`src/rtl/fetch_queue_pkg.sv`:
```
// Shared widths and opcode-class constants for the prefetch path and decoder.
package fetch_queue_pkg;

    localparam int ADDR_WIDTH = 16;
    localparam int REG_WIDTH  = 8;
    localparam int FQ_DEPTH   = 4;
    localparam int LEN_WIDTH  = 2;

    // Implied/stack opcodes that break the nibble-based length rules.
    localparam logic [REG_WIDTH-1:0] OPC_BRK = 8'h00;
    localparam logic [REG_WIDTH-1:0] OPC_JSR = 8'h20;
    localparam logic [REG_WIDTH-1:0] OPC_RTI = 8'h40;
    localparam logic [REG_WIDTH-1:0] OPC_RTS = 8'h60;

    typedef logic [LEN_WIDTH-1:0] len_t;

endpackage

```
`src/rtl/fetch_queue_opcode_len.sv`:
```
// Combinational opcode-to-instruction-length decoder (1..3 bytes).
module opcode_len
    import fetch_queue_pkg::*;
#(
    parameter int DATA_WIDTH = fetch_queue_pkg::REG_WIDTH
) (
    input  logic [DATA_WIDTH-1:0] opcode,
    output logic [LEN_WIDTH-1:0]  len
);

    always_comb begin
        len = LEN_WIDTH'(2);
        if (opcode == DATA_WIDTH'(OPC_JSR)) begin
            len = LEN_WIDTH'(3);
        end else if (opcode == DATA_WIDTH'(OPC_BRK) || opcode == DATA_WIDTH'(OPC_RTI) ||
                     opcode == DATA_WIDTH'(OPC_RTS)) begin
            len = LEN_WIDTH'(1);
        end else if (opcode[3:2] == 2'b11) begin
            len = LEN_WIDTH'(3);
        end else if (opcode[3:0] == 4'h9 && opcode[4]) begin
            len = LEN_WIDTH'(3);
        end else if (opcode[3:0] == 4'h8 || opcode[3:0] == 4'hA) begin
            len = LEN_WIDTH'(1);
        end
    end

endmodule

```
`src/rtl/fetch_queue.sv`:
```
// Instruction prefetch queue: sequential byte reads ahead of execution, whole
// instructions handed to the decoder by valid/ready, redirect flushes and restarts.
module fetch_queue #(
    parameter int ADDR_WIDTH = fetch_queue_pkg::ADDR_WIDTH,
    parameter int DATA_WIDTH = fetch_queue_pkg::REG_WIDTH,
    parameter int DEPTH      = fetch_queue_pkg::FQ_DEPTH,
    parameter logic [ADDR_WIDTH-1:0] RESET_PC = 16'hC000
) (
    input  logic                    clk,
    input  logic                    reset_n,
    input  logic                    rdy,
    output logic [ADDR_WIDTH-1:0]   mem_addr,
    output logic                    mem_rd,
    input  logic [DATA_WIDTH-1:0]   mem_data,
    input  logic                    redirect,
    input  logic [ADDR_WIDTH-1:0]   redirect_pc,
    output logic                    instr_valid,
    input  logic                    instr_ready,
    output logic [DATA_WIDTH-1:0]   instr_opcode,
    output logic [DATA_WIDTH-1:0]   instr_op0,
    output logic [DATA_WIDTH-1:0]   instr_op1,
    output logic [1:0]              instr_len,
    output logic [ADDR_WIDTH-1:0]   instr_pc,
    output logic [$clog2(DEPTH):0]  fill_level
);

    import fetch_queue_pkg::*;

    localparam int PTR_W = $clog2(DEPTH);
    localparam int CNT_W = PTR_W + 1;
    localparam int CRD_W = CNT_W + 1;

    localparam logic [0:0] REQ_IDLE = 1'b0;
    localparam logic [0:0] REQ_WAIT = 1'b1;

    logic [DATA_WIDTH-1:0] store [DEPTH];
    logic [PTR_W-1:0]      head;
    logic [PTR_W-1:0]      tail;
    logic [CNT_W-1:0]      count;
    logic [ADDR_WIDTH-1:0] fetch_pc;
    logic [ADDR_WIDTH-1:0] pc;
    logic [0:0]            req_state;
    logic [DATA_WIDTH-1:0] head_byte;
    logic [LEN_WIDTH-1:0]  head_len;
    logic                  push;
    logic                  pop;
    logic                  credit;

    // Credit uses the registered count, so a same-cycle pop frees space one cycle later.
    assign credit = (CRD_W'(count) + CRD_W'(req_state)) < CRD_W'(DEPTH);
    assign mem_rd = reset_n && rdy && !redirect && credit;
    assign push   = (req_state == REQ_WAIT) && !redirect;
    assign pop    = instr_valid && instr_ready && !redirect;

    always_ff @(posedge clk) begin
        if (push) begin
            store[tail] <= mem_data;
        end
    end

    always_ff @(posedge clk or negedge reset_n) begin
        if (!reset_n) begin
            head      <= '0;
            tail      <= '0;
            count     <= '0;
            fetch_pc  <= RESET_PC;
            pc        <= RESET_PC;
            req_state <= REQ_IDLE;
        end else if (redirect) begin
            head      <= '0;
            tail      <= '0;
            count     <= '0;
            fetch_pc  <= redirect_pc;
            pc        <= redirect_pc;
            req_state <= REQ_IDLE;
        end else begin
            req_state <= mem_rd ? REQ_WAIT : REQ_IDLE;
            if (mem_rd) begin
                fetch_pc <= fetch_pc + ADDR_WIDTH'(1);
            end
            if (push) begin
                tail <= tail + PTR_W'(1);
            end
            if (pop) begin
                head <= head + PTR_W'(head_len);
                pc   <= pc + ADDR_WIDTH'(head_len);
            end
            count <= count + CNT_W'(push) - (pop ? CNT_W'(head_len) : '0);
        end
    end

    // An empty queue presents a zero head byte, which decodes to length 1.
    assign head_byte = (count != '0) ? store[head] : '0;

    opcode_len #(
        .DATA_WIDTH(DATA_WIDTH)
    ) u_opcode_len (
        .opcode(head_byte),
        .len   (head_len)
    );

    assign instr_valid  = count >= CNT_W'(head_len);
    assign instr_opcode = head_byte;
    assign instr_op0    = (head_len >= LEN_WIDTH'(2)) ? store[head + PTR_W'(1)] : '0;
    assign instr_op1    = (head_len == LEN_WIDTH'(3)) ? store[head + PTR_W'(2)] : '0;
    assign instr_len    = head_len;
    assign instr_pc     = pc;
    assign mem_addr     = fetch_pc;
    assign fill_level   = count;

endmodule

```
`config.mk`:
```
export PLATFORM = sky130hd
export DESIGN_NAME = fetch_queue
export DESIGN_NICKNAME = d
export VERILOG_FILES = /design/src/rtl/fetch_queue_pkg.sv /design/src/rtl/fetch_queue_opcode_len.sv /design/src/rtl/fetch_queue.sv
export SDC_FILE = /design/constraint.sdc
export NUM_CORES = 1
export LEC_CHECK = 0
export BUFFER_PORTS_ARGS = -buffer_cell sky130_fd_sc_hd__buf_2
export CAP_MARGIN = 20
export CORE_MARGIN = 1
export CORE_UTILIZATION = 35
export DETAILED_ROUTE_END_ITERATION = 10
export SYNTH_ARGS = -nofsm -noshare
export SYNTH_HDL_FRONTEND = slang
export SYNTH_SLANG_ARGS = --single-unit
export TNS_END_PERCENT = 5
```
`constraint.sdc`:
```
create_clock -name clk -period 12.4 [get_ports clk]
set_clock_uncertainty 0.05 [all_clocks]
set_input_delay 0.62 -clock clk [delete_from_list [all_inputs] [get_ports clk]]
set_output_delay 0.62 -clock clk [all_outputs]
set_load 0.01 [all_outputs]
```
# Yosys cells after proc, flatten, opt, wreduce, memory -nomap -nowiden

Memories as Yosys holds them, arrays and structs flattened.
Index checks and enable logic that the tools add are counted.
Widths: inputs -> output; s select.

Bits of input ports: 29
Memories: 1
Bits in writable memories: 32
Flip-flop bits (word level): 40
Output and inout port bits: 63

Memories:

| name  | words | width | rd ports | clocked after memory_dff | write ports | line              | text |
|---|---|---|---|---|---|---|---|
| store | 4     | 8     | 3        | 0                        | 1           | fetch_queue.sv:36 | `logic [DATA_WIDTH-1:0] store [DEPTH];` |

Reduce and logical (&&, ||, !) cells: 16
Eq/ne operators: 8
Order comparisons: 3
Add/subtract/negate cells: 9
Mux-type cells: 22

Operators with widths:

| operator              | number |
|---|---|
| $mux 16               | 4 |
| $mux 8                | 3 |
| $mux 2                | 10 |
| $add 16x1->16 const B | 1 |
| $add 16x2->16         | 1 |
| $eq 8x7->1 const B    | 2 |
| $eq 4x4->1 const B    | 3 |
| $eq 8x6->1 const B    | 1 |
| $logic_not 8->1       | 1 |
| $logic_and 1x1->1     | 7 |
| $reduce_bool 2->1     | 3 |
| $add 2x1->2 const B   | 2 |
| $add 3x1->4           | 1 |
| $eq 2x2->1 const B    | 2 |
| $lt 4x3->1 const B    | 1 |
| $mux 1                | 4 |
| $add 3x1->3           | 1 |
| $ge 3x2->1            | 1 |
| $logic_or 1x1->1      | 3 |
| $mux 3                | 1 |
| $reduce_bool 3->1     | 1 |
| $sub 3x2->3           | 1 |
| $add 2x2->2           | 1 |
| $add 2x2->2 const B   | 1 |
| 2 further kinds       | 2 |

# Logic depth before layout (Yosys ltp)

Depth in word-level cells: 15
Depth in mapped cells: 19
Gate-level depth less buffers: 16

# Modules after synthesis

A second synthesis with hierarchy kept.

Cell total of the unflattened synthesis: 379
Area total of the unflattened synthesis: 4312.9 um2

Modules (own cells, without submodules):

| module      | area each (um2) | cells an instance | sequential area each (um2) | instances |
|---|---|---|---|---|
| fetch_queue | 4252.8          | 371               | 1966.9                     | 1 |
| opcode_len  | 60.1            | 8                 | 0.0                        | 1 |

# Least setup slack after synthesis

No wires, ideal clock.

Path type: register to register
Start: register head[0]
End: register count[2], in the netlist fill_level[2]
Path buffers: 2
Stages on the path, launching flop included: 18
Setup slack: 8.240 ns
Required time: 12.220 ns
Data arrival time: 3.980 ns
Cell sequence: dfrtp_1 > buf_6 > mux4_1 > o41ai_2 > o21a_1 > ha_1 > nand2b_1 > a31o_2 > clkbuf_1 > and3_1 > ha_1 > inv_1 > ha_1 > inv_1 > fa_1 > xor2_1 > xnor2_1 > nor2_1

Cells in the longest elaborated chain, start to end: 15

RTL lines:

| what                            | line                         | text |
|---|---|---|
| from (decl)                     | fetch_queue.sv:37            | `logic [PTR_W-1:0] head;` |
| from (signal assigned)          | fetch_queue.sv:85            | `head <= head + PTR_W'(head_len);` |
| $mem_v2 4x8 (*)                 | -                            |  |
| $mux 8 (*)                      | fetch_queue.sv:93            | `assign head_byte = (count != '0) ? store[head] : '0;` |
| $eq 4x4->1                      | fetch_queue_opcode_len.sv:22 | `end else if (opcode[3:0] == 4'h8 \|\| opcode[3:0] == 4'hA) begin` |
| $logic_or 1x1->1                | fetch_queue_opcode_len.sv:22 |  |
| $mux 2                          | fetch_queue_opcode_len.sv:22 |  |
| $mux 2                          | fetch_queue_opcode_len.sv:20 | `end else if (opcode[3:0] == 4'h9 && opcode[4]) begin` |
| $mux 2                          | fetch_queue_opcode_len.sv:18 | `end else if (opcode[3:2] == 2'b11) begin` |
| $mux 2                          | fetch_queue_opcode_len.sv:15 | `end else if (opcode == DATA_WIDTH'(OPC_BRK) \|\| opcode == DATA_WIDTH'(OPC_RTI) \|\|` |
| $mux 2 (*)                      | fetch_queue_opcode_len.sv:13 | `if (opcode == DATA_WIDTH'(OPC_JSR)) begin` |
| net instr_len[0]                | fetch_queue.sv:22            | `output logic [1:0] instr_len,` |
| $ge 3x2->1                      | fetch_queue.sv:102           | `assign instr_valid = count >= CNT_W'(head_len);` |
| $logic_and 1x1->1 (2 in series) | fetch_queue.sv:53            | `assign pop = instr_valid && instr_ready && !redirect;` |
| $mux 2 (*)                      | fetch_queue.sv:88            | `count <= count + CNT_W'(push) - (pop ? CNT_W'(head_len) : '0);` |
| $sub 3x2->3 (*)                 | fetch_queue.sv:88            |  |
| $mux 3 (*)                      | fetch_queue.sv:69            | `end else if (redirect) begin` |
| to (signal assigned)            | fetch_queue.sv:88            |  |
| to (decl)                       | fetch_queue.sv:39            | `logic [CNT_W-1:0] count;` |

Mark *: on every way through the listed nets, which the timed path passes. The rest lies on a longest branch.
A chain may end at the register's enable or synchronous reset.

# Worst setup path in the final report

Start: register head[1]
End: register count[2], in the netlist fill_level[2]

Cells in the longest elaborated chain, start to end: 15

RTL lines:

| what                            | line |
|---|---|
| $mem_v2 4x8 (*)                 | - |
| $mux 8 (*)                      | fetch_queue.sv:93 |
| $eq 4x4->1                      | fetch_queue_opcode_len.sv:22 |
| $logic_or 1x1->1                | fetch_queue_opcode_len.sv:22 |
| $mux 2                          | fetch_queue_opcode_len.sv:22 |
| $mux 2                          | fetch_queue_opcode_len.sv:20 |
| $mux 2                          | fetch_queue_opcode_len.sv:18 |
| $mux 2                          | fetch_queue_opcode_len.sv:15 |
| $mux 2 (*)                      | fetch_queue_opcode_len.sv:13 |
| $ge 3x2->1                      | fetch_queue.sv:102 |
| $logic_and 1x1->1 (2 in series) | fetch_queue.sv:53 |
| $mux 2 (*)                      | fetch_queue.sv:88 |
| $sub 3x2->3 (*)                 | fetch_queue.sv:88 |
| $mux 3 (*)                      | fetch_queue.sv:69 |

Every way passes the cells marked *; elsewhere a longest branch is shown, timed or not.

==> results.yml <==
pwr:
  p_total_w: 0.00101
  p_leak_nw: 2.09
  ir_drop_uv: 98.8
  power_per_cell_area_nw_per_um2: 198
worst_setup_path:
  max_stage_delay_ns: 1.03
  timing.critical_path.mode_cell: "ha_1"
  rrSetupSlack_ns: 7.41
  crit_path_end: "fill_level[2]"
  path_cells: "mux4_1 -> nor3_2 -> a21oi_1 -> nor2_1 -> ha_1 -> a31o_2 -> and3_1 -> ha_1 -> inv_1 -> ha_1 -> inv_1 -> fa_1 -> xor2_1 -> xnor2_1 -> nor2_1"
  worst-path-max-fanout: 30
  rr_endpoint: "fill_level[2]"
  critPathSlowestCell: "dfrtp_1"
  worstSetupPathType: "register to register"
  required_ns: 12.54
  critPathArrivalTime_ns: 5.13
  crit_start: "head[1]"
  startpoint_type: "register"
  cp-end-kind: "register"
  r2r_start: "head[1]"
  r2r_cells: 15
cts:
  cts-buffers-inserted: 9
  clk_path_buf_depth: 2
  clkSinkCount: 72
  cts_hold_buf: 0
  htreeDepth: 3
  postCtsSetupBuffers: 0
  path_clk_slew_ns: 0.06
  cts_resized: 0
  cts_root_buffer: "clkbuf_16"
  clk_latency_ns: 0.33
  cts_tree: "built"
grt:
  grt_max_degree: 42
  antenna_found_initial: 0
  grt_pass1_wl_mm: 16.9
  grt_pass1_vias: 3141
  grt_overflow: 0
  grt_util_all_layers_pct: 17.4
timing:
  whs_ns: 0.299
  setup_tns_ns: 0
  fmax_mhz: 201
  fin_crit_sh_pct: 40.2
  fin_crit_ns: 4.99
  finalSetupViolations: 0
  final_hold_viol_count: 0
  drv_slew: 0
  rsz0062_at_grt: "false"
  slew_headroom_pct: 29.7
  worstMarginPinSlew_ns: 1.05
floorplanning:
  rows: 39
  start_util_pct: 36.5
  die_w_um: 112
  die_h_um: 112
  core_um2: 11600
  die_area_um2: 12600
  pin_count: 92
detailed_routing:
  wl_per_cell_um: 17.6
  ant_nets: 0
  drc: 6
  routed_wl_mm: 10.5
  vias: 3241
  drt-initial-drc-count: 285
  via_per_inst: 5.42
  first_pass_iters: 8
placement:
  place_congestion: 0.834
  port_buffers: 91
  dp_hpwl_mm: 7.88
  placed_area_um2: 4810
run_status:
  violations: "design-rule violations"
  outcome: "finished, violations left"
synthesis:
  syn_area_um2: 4240
  yosys.area.top_type: "edfxtp_1"
  synthArstFlopShare_pct: 55.6
  yosys-top-cells-area: "edfxtp_1 (23%), dfrtp_1 (21%), mux4_2 (11%), ha_1 (3.8%), nor2b_1 (3.0%)"
  synth_edf_count: 32
  postSynthCellCount: 363
  synth-seq-cells: 72
  syn_area_per_cell_um2: 11.7
  synth_fp_nets: 407
  synth_seq_area_share_pct: 46.4
  yosysTopAreaCellShare_pct: 22.7
  yosys_warnings: 0
  synthFlopType: "dfrtp_1"
  synth.distinct_cells: 53
finish:
  final_area_um2: 5110
  syn_to_final_growth_pct: 20.5
  drive_gt1_share_pct: 32.1
  mostFrequentLayoutCells: "buf_2 (91), dfrtp_1 (36), edfxtp_1 (32)"
  antenna_cells: 0
  regArea_um2: 1970
  fill_cells: 1088
  nets: 494
  multiInputGateArea_um2: 2140
  final_common_cell: "buf_2"
  postLayoutCoreUtil_pct: 44.0
worst_hold_path:
  hold_path.class: "primary input to async pin"
run:
  cap_violations: 0
## state kept, by name, indices dropped and copies added (netlist names)
name	count
fill_level	3
head	2
instr_pc	16
mem_addr	16
req_state	1
store	32
tail	2
## through the flow
stage | instances | setup slack [ns]
after global placement | 582 | 7.57
final | 598 | 7.41
after detailed placement | 582 | 7.38
after global routing | 598 | 7.06
after CTS | 598 | 7.36
after floorplan | 363 | 8.24
## cell usage after synthesis, types with 10 or more instances
master    instances
dfrtp_1          36
nand2_1          30
nand3_1          11
mux4_2           21
nor2_1           22
nor2b_1          20
edfxtp_1         32
xnor2_1          11
clkbuf_1         10
and2_1           14
ha_1             13
o21ai_0          20
inv_1            14
## worst max-delay path, delay by kind of cell (launching register included)
family,cells,cell delay (ns)
adders and majority gates,4,1.22
muxes,1,0.49
AOI/OAI and AO/OA,2,0.47
xor gates and xnor gates,2,0.31
DFF,1,1.03
and+or+nand+nor,4,1.17
buffers and inverters,2,0.10
## where the power goes
part / leakage, nW / total [W] / internal [W] / switching [W]
Sequential: 0.769 / 0.000315 / 0.000274 / 0.0000408
Combinational: 1.17 / 0.000440 / 0.000196 / 0.000244
Clock: 0.150 / 0.000256 / 0.000156 / 0.000100
## final cells by class
cell class                      instances  share of cell area (%)
Multi-Input combinational cell        260                    41.9
Timing Repair Buffer                   93                    9.21
Clock inverter                          7                    1.40
Tap cell                              143                    3.50
Clock buffer                            9                    4.41
Sequential cell                        72                    38.5
Inverter                               14                    1.03
## worst min-delay path by stage
stage | from | end | depth (start not counted)
after global routing | reset_n | mem_addr[11] | 2
final | reset_n | mem_addr[12] | 2
after floorplan | reset_n | fill_level[0] | 0
after global placement | instr_pc[15] | instr_pc[15] | 2
after detailed placement | instr_pc[15] | instr_pc[15] | 2
after CTS | reset_n | mem_addr[12] | 2
## logic make-up after synthesis
family / share of synthesized area, %
AND/OR/NAND/NOR: 17.4
flip-flops: 46.4
AO/OA/AOI/OAI: 9.15
multiplexers: 15.6
buffers and inverters: 3.07
XOR/XNOR: 3.51
adder cells (fa/ha/maj): 4.78
## per-layer routing
metal / vias to the layer above / part of all wire (%) / GRT usage [%]
li1: 1547 / - / -
met1: 1599 / 47 / 25.0
met2: 87 / 47 / 26.3
met3: 8 / 5.1 / 4.05
met4: 0 / 1.0 / 5.51
met5: - / 0 / 0
Power figures use the tool's default switching activity.
